File: src/rtl/simplez_pkg.sv
// Shared types and helpers for the Simplez UART blocks.
package simplez_pkg;

  // Transmitter frame phases.
  typedef enum logic [2:0] {
    IDLE  = 3'd0,
    START = 3'd1,
    DATA  = 3'd2,
    PAR   = 3'd3,
    STOP  = 3'd4
  } state_e;

  // Parity selection codes.
  localparam int PAR_NONE = 0;
  localparam int PAR_EVEN = 1;
  localparam int PAR_ODD  = 2;

  // Wide enough to count up to 9 data bits or 2 stop bits.
  localparam int BIT_CNT_W = 4;

  // Ceiling log2 for sizing counters and pointers (clog2(1) = 0).
  function automatic int clog2(input int value);
    int v;
    int r;
    v = value - 1;
    r = 0;
    while (v > 0) begin
      r++;
      v = v >> 1;
    end
    return r;
  endfunction

endpackage

File: src/rtl/simplez_fifo.sv
// Single-clock FIFO with registered full/empty flags.
// Writes while full and reads while empty are ignored.
module simplez_fifo
  import simplez_pkg::*;
#(
  parameter int WIDTH = 8,
  parameter int DEPTH = 4
) (
  input  logic             clk,
  input  logic             rst,
  input  logic             push,
  input  logic             pop,
  input  logic [WIDTH-1:0] din,
  output logic [WIDTH-1:0] dout,
  output logic             full,
  output logic             empty
);

  localparam int PW = clog2(DEPTH);
  localparam int CW = clog2(DEPTH) + 1;

  if (DEPTH < 2 || (DEPTH & (DEPTH - 1)) != 0) begin : g_bad_depth
    $error("simplez_fifo: DEPTH must be a power of two >= 2");
  end

  logic [WIDTH-1:0] mem_q [DEPTH];
  logic [PW-1:0]    rd_ptr_q, rd_ptr_d;
  logic [PW-1:0]    wr_ptr_q, wr_ptr_d;
  logic [CW-1:0]    count_q, count_d;
  logic             full_q, full_d;
  logic             empty_q, empty_d;
  logic             do_push;
  logic             do_pop;

  // Flags are the registered view, so acceptance never depends on a same-cycle pop.
  assign do_push = push && !full_q;
  assign do_pop  = pop && !empty_q;
  assign dout    = mem_q[rd_ptr_q];
  assign full    = full_q;
  assign empty   = empty_q;

  // Next pointers, occupancy and flags; pointers wrap naturally at DEPTH.
  always_comb begin
    // NOTE: every signal gets a default before any branch, so no path can infer a latch.
    rd_ptr_d = rd_ptr_q;
    wr_ptr_d = wr_ptr_q;
    count_d  = count_q;
    if (do_push) wr_ptr_d = wr_ptr_q + PW'(1);
    if (do_pop)  rd_ptr_d = rd_ptr_q + PW'(1);
    unique case ({do_push, do_pop})
      2'b10:   count_d = count_q + CW'(1);
      2'b01:   count_d = count_q - CW'(1);
      default: count_d = count_q;
    endcase
    full_d  = (count_d == CW'(DEPTH));
    empty_d = (count_d == '0);
  end

  // Control state register.
  always_ff @(posedge clk or posedge rst) begin
    // NOTE: non-blocking assignments so every flop samples pre-edge values regardless of order.
    if (rst) begin
      rd_ptr_q <= '0;
      wr_ptr_q <= '0;
      count_q  <= '0;
      full_q   <= 1'b0;
      empty_q  <= 1'b1;
    end else begin
      rd_ptr_q <= rd_ptr_d;
      wr_ptr_q <= wr_ptr_d;
      count_q  <= count_d;
      full_q   <= full_d;
      empty_q  <= empty_d;
    end
  end

  // Entry storage written on accepted pushes.
  always_ff @(posedge clk) begin
    // NOTE: storage is not reset; a flushed FIFO never reads an entry before it is rewritten.
    if (do_push) mem_q[wr_ptr_q] <= din;
  end

endmodule

File: src/rtl/simplez_uart_tx.sv
// Buffered UART transmitter: FIFO-fed, baud-timed shifter with optional
// parity and one or two stop bits. tx comes straight from a flop.
module simplez_uart_tx
  import simplez_pkg::*;
#(
  parameter int BAUD_DIV   = 104,
  parameter int DATA_BITS  = 8,
  parameter int PARITY     = 0,
  parameter int STOP_BITS  = 1,
  parameter int FIFO_DEPTH = 4
) (
  input  logic                 clk,
  input  logic                 rst,
  input  logic                 wr,
  input  logic [DATA_BITS-1:0] data,
  input  logic                 clr_ovf,
  output logic                 tx,
  output logic                 busy,
  output logic                 full,
  output logic                 empty,
  output logic                 ovf
);

  if (BAUD_DIV < 2) begin : g_bad_baud
    $error("simplez_uart_tx: BAUD_DIV must be >= 2");
  end
  if (DATA_BITS < 5 || DATA_BITS > 9) begin : g_bad_bits
    $error("simplez_uart_tx: DATA_BITS must be 5..9");
  end
  if (PARITY != PAR_NONE && PARITY != PAR_EVEN && PARITY != PAR_ODD) begin : g_bad_parity
    $error("simplez_uart_tx: PARITY must be 0, 1 or 2");
  end
  if (STOP_BITS != 1 && STOP_BITS != 2) begin : g_bad_stop
    $error("simplez_uart_tx: STOP_BITS must be 1 or 2");
  end

  localparam int                   BW        = clog2(BAUD_DIV);
  localparam logic [BW-1:0]        BAUD_LAST = BW'(BAUD_DIV - 1);
  localparam logic [BIT_CNT_W-1:0] DATA_LAST = BIT_CNT_W'(DATA_BITS - 1);
  localparam logic [BIT_CNT_W-1:0] STOP_LAST = BIT_CNT_W'(STOP_BITS - 1);
  localparam bit                   HAS_PAR   = (PARITY != PAR_NONE);
  localparam logic                 ODD_PAR   = (PARITY == PAR_ODD);

  state_e                 state_q, state_d;
  logic [BW-1:0]          baud_q, baud_d;
  logic [BIT_CNT_W-1:0]   bit_q, bit_d;
  logic [DATA_BITS-1:0]   shift_q, shift_d;
  logic                   par_q, par_d;
  logic                   tx_q, tx_d;
  logic                   ovf_q, ovf_d;
  logic                   pop;
  logic                   baud_end;
  logic [DATA_BITS-1:0]   head;
  logic                   fifo_full;
  logic                   fifo_empty;

  simplez_fifo #(
    .WIDTH(DATA_BITS),
    .DEPTH(FIFO_DEPTH)
  ) u_fifo (
    .clk  (clk),
    .rst  (rst),
    .push (wr),
    .pop  (pop),
    .din  (data),
    .dout (head),
    .full (fifo_full),
    .empty(fifo_empty)
  );

  assign baud_end = (baud_q == BAUD_LAST);
  assign tx       = tx_q;
  assign busy     = (state_q != IDLE);
  assign full     = fifo_full;
  assign empty    = fifo_empty;
  assign ovf      = ovf_q;

  // Frame sequencing: tx_d is the line level for the phase being entered.
  always_comb begin
    state_d = state_q;
    baud_d  = baud_q + BW'(1);
    bit_d   = bit_q;
    shift_d = shift_q;
    par_d   = par_q;
    tx_d    = tx_q;
    pop     = 1'b0;

    unique case (state_q)
      IDLE: begin
        baud_d = '0;
        tx_d   = 1'b1;
        if (!fifo_empty) begin
          pop     = 1'b1;
          state_d = START;
          tx_d    = 1'b0;
        end
      end
      START: begin
        if (baud_end) begin
          baud_d  = '0;
          bit_d   = '0;
          state_d = DATA;
          tx_d    = shift_q[0];
          shift_d = shift_q >> 1;
        end
      end
      DATA: begin
        if (baud_end) begin
          baud_d = '0;
          if (bit_q == DATA_LAST) begin
            bit_d = '0;
            if (HAS_PAR) begin
              state_d = PAR;
              tx_d    = par_q;
            end else begin
              state_d = STOP;
              tx_d    = 1'b1;
            end
          end else begin
            bit_d   = bit_q + BIT_CNT_W'(1);
            tx_d    = shift_q[0];
            shift_d = shift_q >> 1;
          end
        end
      end
      PAR: begin
        if (baud_end) begin
          baud_d  = '0;
          bit_d   = '0;
          state_d = STOP;
          tx_d    = 1'b1;
        end
      end
      STOP: begin
        if (baud_end) begin
          baud_d = '0;
          if (bit_q == STOP_LAST) begin
            bit_d = '0;
            // Chain straight into the next start bit when data is waiting.
            if (!fifo_empty) begin
              pop     = 1'b1;
              state_d = START;
              tx_d    = 1'b0;
            end else begin
              state_d = IDLE;
              tx_d    = 1'b1;
            end
          end else begin
            bit_d = bit_q + BIT_CNT_W'(1);
          end
        end
      end
      default: begin
        state_d = IDLE;
        baud_d  = '0;
        tx_d    = 1'b1;
      end
    endcase

    // Parity is fixed from the popped word, before any shifting.
    if (pop) begin
      shift_d = head;
      par_d   = (^head) ^ ODD_PAR;
    end
  end

  // Sticky overflow: a dropped write beats a same-cycle clear.
  always_comb begin
    ovf_d = ovf_q;
    if (wr && fifo_full) ovf_d = 1'b1;
    else if (clr_ovf)    ovf_d = 1'b0;
  end

  // Transmitter state register; reset forces the line idle immediately.
  always_ff @(posedge clk or posedge rst) begin
    if (rst) begin
      state_q <= IDLE;
      baud_q  <= '0;
      bit_q   <= '0;
      shift_q <= '0;
      par_q   <= 1'b0;
      tx_q    <= 1'b1;
      ovf_q   <= 1'b0;
    end else begin
      state_q <= state_d;
      baud_q  <= baud_d;
      bit_q   <= bit_d;
      shift_q <= shift_d;
      par_q   <= par_d;
      tx_q    <= tx_d;
      ovf_q   <= ovf_d;
    end
  end

endmodule

File: config.mk
export PLATFORM = sky130hd
export DESIGN_NAME = simplez_uart_tx
export DESIGN_NICKNAME = d
export VERILOG_FILES = /design/src/rtl/simplez_pkg.sv /design/src/rtl/simplez_fifo.sv /design/src/rtl/simplez_uart_tx.sv
export SDC_FILE = /design/constraint.sdc
export NUM_CORES = 1
export LEC_CHECK = 0
export BUFFER_PORTS_ARGS = -buffer_cell sky130_fd_sc_hd__buf_2
export CAP_MARGIN = 5
export CORE_ASPECT_RATIO = 0.8
export CORE_MARGIN = 3
export CORE_UTILIZATION = 50
export DETAILED_ROUTE_END_ITERATION = 8
export PLACE_DENSITY = 0.67
export SETUP_SLACK_MARGIN = 0.05
export SLEW_MARGIN = 20
export SYNTH_ARGS = -nofsm -noshare
export SYNTH_HDL_FRONTEND = slang
export SYNTH_SLANG_ARGS = --single-unit
export TNS_END_PERCENT = 100
File: constraint.sdc
create_clock -name clk -period 3.4 [get_ports clk]
set_input_delay 0.34 -clock clk [delete_from_list [all_inputs] [get_ports clk]]
set_output_delay 0.34 -clock clk [all_outputs]
set_load 0.01 [all_outputs]
* Word-level counts from Yosys, hierarchy flattened *
Memory sizes are Yosys's and may differ from the RTL's.
Index checks and enable logic that the tools add are counted.

operators by class
  add/subtract/negate cells = 6
  equality and inequality tests = 20
  multiplexer cells = 39
  reduce and logical (&&, ||, !) cells = 18

operators with widths
  cell                                                                   number
  8-bit two-way mux                                                      4
  3-bit two-way mux                                                      7
  4-bit two-way mux                                                      5
  8-bit case mux with 2 select lines                                     1
  1-bit two-way mux                                                      15
  3-bit case mux with 5 select lines                                     1
  7-bit two-way mux                                                      2
  2-bit != test, second input constant                                   7
  4-bit case mux with 3 select lines                                     1
  3-bit by 2-bit != test with 1-bit output, second input constant        3
  3-bit nonzero test                                                     3
  4-bit AND reduction                                                    2
  7-bit by 1-bit adder with 7-bit output, second input constant          1
  7-bit equality test, second input constant                             1
  7-bit AND reduction                                                    1
  3-bit by 2-bit equality test with 1-bit output, second input constant  2
  3-bit equality test, second input constant                             2
  3-bit logical NOT                                                      2
  3-bit case mux with 2 select lines                                     1
  1-bit case mux with 5 select lines                                     1
  5-bit AND reduction                                                    1
  2-bit by 1-bit adder with 2-bit output, second input constant          2
  4-bit by 1-bit adder with 4-bit output, second input constant          1
  4-bit by 3-bit equality test with 1-bit output, second input constant  1
  13 further kinds                                                       16

storage, ports and cells
  register bits after elaboration = 33
  RAM bits = 32
  input port bits = 12
  memories kept = 1

memory list
  memory        words  width  read ports  clocked after Yosys merged registers in  wr ports  line                RTL
  u_fifo.mem_q  4      8      1           0                                        1         simplez_fifo.sv:26  logic [WIDTH-1:0] mem_q [DEPTH];

* Longest topological paths before layout *
Gate-level depths: netlist of run 1.

  depth after elaboration = 8
  mapped depth = 12
  mapped depth without buffers = 12

* By module *
Synthesis of run 1 repeated with hierarchy kept, for this count alone.

second synthesis, totals
  cells, all modules = 222
  area total of the unflattened synthesis = 3,012.9 µm²

modules (own cells, without submodules)
  module           instances  cells an instance  area an instance (µm²)  sequential area each (µm²)
  simplez_fifo     1          88                 1,670.4                 1,187.4
  simplez_uart_tx  1          134                1,342.5                 601.8

* Least setup slack after synthesis of run 1 *
No wires, ideal clock.

  path kind = reg2reg
  from = register bit_q[0]
  to = register u_fifo.full_q (netlist: u_fifo.full)
  arrival time = 2,731 ps
  data required time = 3,327 ps
  setup slack = 596 ps
  stages on the path, launching flop included = 12
  path buffers = 0
  clock period less this slack = 2,804 ps
  cells stage by stage = dfrtp_1 > inv_1 > ha_1 > or3b_4 > o31ai_4 > nand2_1 > clkinv_1 > ha_1 > fa_1 > mux2_2 > or2_2 > nor2b_1

on the way
  word-level cells in the longest chain between the ends = 8
  elaborated cells between the ends (all ways) = 9

RTL lines
  element                                                                                line                    RTL
  from (decl)                                                                            simplez_uart_tx.sv:46   logic [BIT_CNT_W-1:0] bit_q, bit_d;
  from (signal assigned)                                                                 simplez_uart_tx.sv:187  bit_q <= bit_d;
  4-bit logical NOT *                                                                    simplez_uart_tx.sv:137  if (bit_q == STOP_LAST) begin
  1-bit two-way mux *                                                                    simplez_uart_tx.sv:137
  1-bit two-way mux *                                                                    simplez_uart_tx.sv:135  if (baud_end) begin
  1-bit case mux with 2 select lines *                                                   simplez_uart_tx.sv:88   unique case (state_q)
  1-bit logical AND *                                                                    simplez_fifo.sv:37      assign do_pop = pop && !empty_q;
  2-bit by 1-bit equality test with 1-bit output or 2-bit equality test (tied branches)  simplez_fifo.sv:50      unique case ({do_push, do_pop})
  3-bit case mux with 2 select lines *                                                   simplez_fifo.sv:50
  via u_fifo.count_d[1]                                                                  simplez_fifo.sv:29      logic [CW-1:0] count_q, count_d;
  3-bit equality test *                                                                  simplez_fifo.sv:55      full_d = (count_d == CW'(DEPTH));
  via u_fifo.full_d                                                                      simplez_fifo.sv:30      logic full_q, full_d;
  to (signal assigned)                                                                   simplez_fifo.sv:72      full_q <= full_d;
  to (decl)                                                                              simplez_fifo.sv:30

Mark *: on every way through the listed nets, which the timed path passes. The rest lies on a longest branch.
A chain may end at the register's enable or synchronous reset.

* Worst setup path after layout of run 1 *
Same ends and word-level chain as after synthesis.

==> results of run 1 <==
[layer usage]
metal,vias up,part of all wire,track usage
li1,824,-,-
met1,846,0.51,0.2366
met2,38,0.44,0.2152
met3,2,0.042,0.05994
met4,0,0.0046,0.05437
met5,-,0,0
[through the flow]
stage          setup slack, ns  cells
2_1_floorplan           0.5963    210
3_3_place_gp            0.4795    299
3_5_place_dp            0.4033    299
4_1_cts                 0.3809    315
5_1_grt                 0.2036    315
6_report                0.3862    315
[path summary, 6_finish.rpt]
kind | from | to | slack (ns) | cells past startpoint
max | bit_q[0] | u_fifo.full | 0.39 | 11
min | rst | shift_q[4] | 0.09 | 3
max reg2reg | bit_q[0] | u_fifo.full | 0.39 | 11
min reg2reg | u_fifo.count_q[2] | u_fifo.count_q[2] | 0.49 | 1
max in group asynchronous | rst | tx | 2.98 | 3
min in group clk | clr_ovf | ovf | 0.21 | 2
[layout by cell type, fill, tap and decap left out, types with 2 or more instances in the layout]
cell,synthesis,routed
edfxtp_1,32,32
dfrtp_1,31,31
buf_2,2,16
o21ai_0,10,10
inv_1,10,10
nand2_1,9,9
clkbuf_8,0,9
nor2_1,8,8
xnor2_1,8,8
ha_1,8,8
mux4_2,6,6
and3_1,6,6
or3_1,5,5
nand3_1,5,5
nor3_1,4,4
a221o_1,4,4
a21oi_1,4,4
and2_1,4,4
o31a_1,4,4
nand2b_1,3,3
and3_2,3,3
xor2_1,3,3
nor2b_1,3,3
buf_4,4,3
or3b_4,2,2
mux4_1,2,2
nor3b_1,2,2
a21boi_0,2,2
clkinvlp_4,0,2
dfstp_2,2,2
[logic make-up (layout without fill, tap and decap cells)]
| group | after synthesis | in the layout | synth area share |
|---|---|---|---|
| flip-flops | 65 | 65 | 0.6064 |
| AND/OR/NAND/NOR | 63 | 63 | 0.1323 |
| AO/OA/AOI/OAI | 34 | 34 | 0.09033 |
| buffers and inverters | 19 | 46 | 0.03011 |
| XOR/XNOR | 11 | 11 | 0.03266 |
| adder cells (fa/ha/maj) | 9 | 9 | 0.04071 |
| multiplexers | 9 | 9 | 0.06743 |
[registers in the layout (all words and copies together) (netlist names)]
register / cells
baud_q: 7
bit_q: 4
ovf: 1
shift_q: 8
state_q: 3
tx: 1
u_fifo.count_q: 3
u_fifo.empty: 1
u_fifo.full: 1
u_fifo.mem_q: 32
u_fifo.rd_ptr_q: 2
u_fifo.wr_ptr_q: 2
[critical path, cell delays in order (launching register included)]
cell and delay, ns:
dfrtp_1 0.40, inv_1 0.10, ha_1 0.13, or3b_4 0.40, o31ai_4 0.23, nand2_1 0.17, clkinv_1 0.20, ha_1 0.23
fa_1 0.41, mux2_2 0.27, or2_2 0.29, nor2b_1 0.10
[power by group]
| group | total (mW) | switching, mW | internal [mW] |
|---|---|---|---|
| combinational | 0.584 | 0.269 | 0.315 |
| sequential | 1.23 | 0.173 | 1.05 |
| clock | 0.631 | 0.290 | 0.341 |
| total | 2.44 | 0.733 | 1.71 |
[final cells by class]
class	count	area share
Multi-Input combinational cell	126	0.3251
Timing Repair Buffer	19	0.03111
Inverter	11	0.01252
Sequential cell	65	0.5425
Clock buffer	10	0.03869
Tap cell	78	0.02959
Clock inverter	6	0.02049
==> results by group, run 1 <==
Outcome
  • Status: finished, final reports clean

Logic synthesis
  • Main synth FF type: edfxtp_1
  • Top cells by area, synth: edfxtp_1 (33%), dfrtp_1 (26%), mux4_2 (4.6%)
  • EDFF count, synth: 32
  • Ys Warns: 0
  • Synth area leader: edfxtp_1
  • Cells after synthesis: 210
  • Synth unique cells: 51
  • Post-synth top area share: 0.3257
  • Mapped Area: 2950 um2
  • Flops & latches, synth: 65
  • Synthesized area per cell: 14.05 um2
  • FFs w/ async S/R, synth: 0.5077
  • Sequential area share after synthesis: 0.6064
  • Syn nets: 231
  • Top cells by count, synth: edfxtp_1 (32), dfrtp_1 (31), inv_1 (10), o21ai_0 (10), nand2_1 (9)
  • Most common cell in the synthesized netlist: edfxtp_1

Place
  • Input/output buffers: 16
  • Placed Area: around 3100 um2
  • Final HPWL DP: 3459 um
  • RD Place Congestion: 0.7575

Timing
  • Final slew viol count: 0
  • Fmax: 331.8 MHz
  • Tcrit/Tclk final: 0.8864
  • RSZ-0062 raised after global routing: false
  • Worst slew pin tran: 0.6160 ns
  • Post-layout min period: 3.014 ns
  • Final Hold Fails: 0
  • Final setup violating endpoints: 0
  • Max transition margin: 0.5871
  • Fin Clk Skew: 0.007835 ns
  • Setup TNS: 0 ns
  • Hold_ws: 0.09134 ns

Clock tree
  • Maximum root-to-sink buffer count: 2
  • Setup bufs post-CTS: 0
  • Clock sink count: 65
  • CTS tree: built
  • TritonCTS Buffers: 9
  • Clock transition at the registers of the reported paths: 0.07 ns
  • Latest clock arrival within the worst-skew pair: 0.33 ns
  • CTS Root Cell: clkbuf_8
  • H-tree depth: 3
  • Post-cts sizing count: 0
  • Hold Buf Count CTS: 0

Finish
  • Finished Cell Area: 3298 um2
  • Nets: 253
  • FF+latch area: approximately 1800 um2
  • Share of cells above drive strength 1: 0.2447
  • Final Util: 0.5905
  • Antenna Cells: 0
  • Area growth from synthesis to layout: 11.79%
  • Fillcell total: 463
  • Area taken by multi-input logic gates: 1072 um2

Detailed routing
  • Mean number of vias per cell: 5.429
  • DRC viols: 0
  • Post-DR wirelength/cell: 15.75 um
  • Initial DRC Count: 74
  • Final wirelength: just under 5000 um
  • DRT Pass-1 Iters: 4
  • Post-route ant nets: 0
  • Vias: 1710

Floorplanning
  • Die Footprint: 6864 um2
  • Die Y: 74.71 um
  • Total core area: 5585 um2
  • Die Wd: 91.88 um
  • Starting Density: 0.5282
  • Number of core rows: 24
  • I/O Pins: 17

Power
  • Pleak: between 1 and 1.5 nW
  • Pwr dens: 740.5 nW/um2
  • Maximum VDD drop: around 0.34 mV
  • Pwr Total: 2.442 mW

Global route
  • Initial antenna violation count: 0
  • Pin count of the biggest net entering global routing: 34
  • GRT Total Usage: 0.1590
  • GRT overflow: 0
  • Global-route wire length before repair: 8052 um
  • Number of global-route vias before repair: 1620

Setup path
  • CP Launch Type: flip-flop
  • Crit end category: flip-flop
  • CP Max Fanout: 9
  • Worst EP arrival: approximately 3.3 ns
  • Setup Crit Path Kind: reg -> reg
  • Required time of the critical path: 3.66 ns

Run
  • Max-Cap Viols: 0

Worst hold path
  • Worst Hold Class: in -> async
(Power assumes the default switching activity.)
==> run 2: changes to the inputs <==
==> constraint.sdc (replaced) <==
create_clock -name clk -period 3.9 [get_ports clk]
set_input_delay 0.39 -clock clk [delete_from_list [all_inputs] [get_ports clk]]
set_output_delay 0.39 -clock clk [all_outputs]
set_load 0.01 [all_outputs]
==> run 2 against run 1 <==
  * Final cell count decreased by 0.32%
  * Total power decreased by 14%
  * Via count decreased by 0.88%
  * Utilization decreased by 0.27 points
  * Routed wire length increased by 1.9%
  * Critical path depth unchanged
  * Sequential power decreased by 13%
  * Fmax increased by 0.35%
  * Setup slack improved by 0.51 ns
  * Hold slack improved by 0.048 ns
  * Critical path type unchanged
  * Critical endpoint unchanged
==> results by group, run 2 (synthesized netlist as in run 1, its figures left out) <==
Outcome
  • Status: finished, final reports clean

Timing
  • Final WS setup: 0.8966 ns
  • Fin Clk Skew: 0.006155 ns
  • Tcrit/Tclk final: 0.7701
  • Setup TNS: 0 ns
  • Final Hold Fails: 0
  • Max transition margin: 0.6185
  • Fmax: 333.0 MHz
  • Final setup violating endpoints: 0
  • RSZ-0062 raised after global routing: false
  • Worst slew pin tran: 0.5710 ns
  • Final slew viol count: 0
  • Post-layout min period: 3.003 ns

Global route
  • Pin count of the biggest net entering global routing: 34
  • Number of global-route vias before repair: approximately 1700
  • GRT Total Usage: 0.1663
  • Initial antenna violation count: 0
  • Global-route wire length before repair: 8466 um
  • GRT overflow: 0

Finish
  • Final std cells w/o fill: 314
  • Share of cells above drive strength 1: 0.2373
  • Final Util: 0.5878
  • Reg with most FFs: u_fifo.mem_q
  • Antenna Cells: 0
  • Top Registers: u_fifo.mem_q: 32 flops, shift_q: 8 flops, baud_q: 7 flops
  • Finished Cell Area: 3283 um2
  • Area taken by multi-input logic gates: about 1100 um2
  • FF+latch area: 1789 um2
  • Max FFs per register: 32
  • Nets: 252
  • Most frequent cells in the layout: edfxtp_1 (32), dfrtp_1 (31), buf_2 (16), o21ai_0 (10), inv_1 (10)
  • Most common cell after layout, fill and taps aside: edfxtp_1
  • Fillcell total: around 470
  • Area growth from synthesis to layout: 11.28%

Clock tree
  • Clock sink count: 65
  • Post-cts sizing count: 0
  • Clock transition at the registers of the reported paths: 0.06 ns
  • CTS Root Cell: clkbuf_8
  • H-tree depth: 3
  • Setup bufs post-CTS: 0
  • TritonCTS Buffers: 9
  • Latest clock arrival within the worst-skew pair: 0.34 ns
  • Hold Buf Count CTS: 0
  • CTS tree: built
  • Maximum root-to-sink buffer count: 2

Setup path
  • Crit end category: flip-flop
  • R2r setup slk: 0.90 ns
  • CP Launch Type: flip-flop
  • Crit path from: bit_q[0]
  • CP Max Fanout: 9
  • Setup Crit Path Kind: reg -> reg
  • Required time of the critical path: 4.17 ns
  • Worst EP arrival: 3.27 ns
  • Worst r2r src: bit_q[0]

Power
  • Pleak: 1.292 nW
  • Pwr dens: 643.4 nW/um2
  • Maximum VDD drop: roughly 0.28 mV

Floorplanning
  • Starting Density: 0.5282
  • Number of core rows: 24
  • I/O Pins: 17
  • Die Y: 74.71 um
  • Die Footprint: 6864 um2
  • Die Wd: 91.88 um
  • Total core area: 5585 um2

Detailed routing
  • Mean number of vias per cell: about 5.4
  • Initial DRC Count: 63
  • DRC viols: 0
  • Post-DR wirelength/cell: 16.10 um
  • Vias: 1695
  • DRT Pass-1 Iters: 4
  • Final wirelength: 5055 um
  • Post-route ant nets: 0

Place
  • RD Place Congestion: 0.7547
  • Input/output buffers: 16
  • Final HPWL DP: about 3600 um
  • Placed Cells: 298
  • Placed Area: 3095 um2
  • Dpl ws: 0.9105 ns

Worst hold path
  • Worst Hold Class: in -> async

Run
  • Max-Cap Viols: 0
[run 2: changes by cell type in the layout (fill, tap and decap cells not counted)]
cell and change:
clkbuf_1 +1, clkinvlp_4 -1, buf_4 -1, inv_6 -1
clkinv_2 +1
[run 2: critical path: stages (launching register included)]
cell	delay, ns
dfrtp_1	0.40
inv_1	0.09
ha_1	0.13
or3b_4	0.41
o31ai_4	0.23
nand2_1	0.17
clkinv_1	0.20
ha_1	0.23
fa_1	0.42
mux2_2	0.28
or2_2	0.28
nor2b_1	0.10
[run 2: path summary, 6_finish.rpt]
path | to | cells after the start
worst min register to register | baud_q[0] | 1
worst min-delay path | u_fifo.count_q[2] | 3
worst max register to register | u_fifo.full | 11
min in group clk | ovf | 2
worst max-delay path | u_fifo.full | 11
max in group asynchronous | tx | 3
[run 2: cell type report]
| cell class | instances | share of cell area |
|---|---|---|
| Sequential cell | 65 | 0.5450 |
| Tap cell | 78 | 0.02973 |
| Inverter | 11 | 0.01258 |
| Clock inverter | 5 | 0.01715 |
| Timing Repair Buffer | 18 | 0.02896 |
| Multi-Input combinational cell | 126 | 0.3266 |
| Clock buffer | 11 | 0.04002 |
[run 2: where the power goes]
part           total [mW]  switching [mW]  internal, mW
logic               0.507           0.231         0.275
registers            1.07           0.150         0.919
clock network       0.536           0.242         0.294
[run 2: per-stage QoR]
step / total power [mW] / hold slack [ns]
final: 2.112 / 0.1396
after global routing: 2.253 / 0.1731
after CTS: 2.138 / 0.1396
after detailed placement: 1.597 / 0.4579
after global placement: 1.584 / 0.4534
after floorplan: 1.459 / 0.4345
[run 2: metal layers]
layer / GRT usage / wire length [um] / vias to the layer above
li1: - / - / 819
met1: 0.2382 / 2613 / 841
met2: 0.2346 / 2167 / 27
met3: 0.05994 / 196 / 8
met4: 0.06425 / 78 / 0
met5: 0 / 0 / -
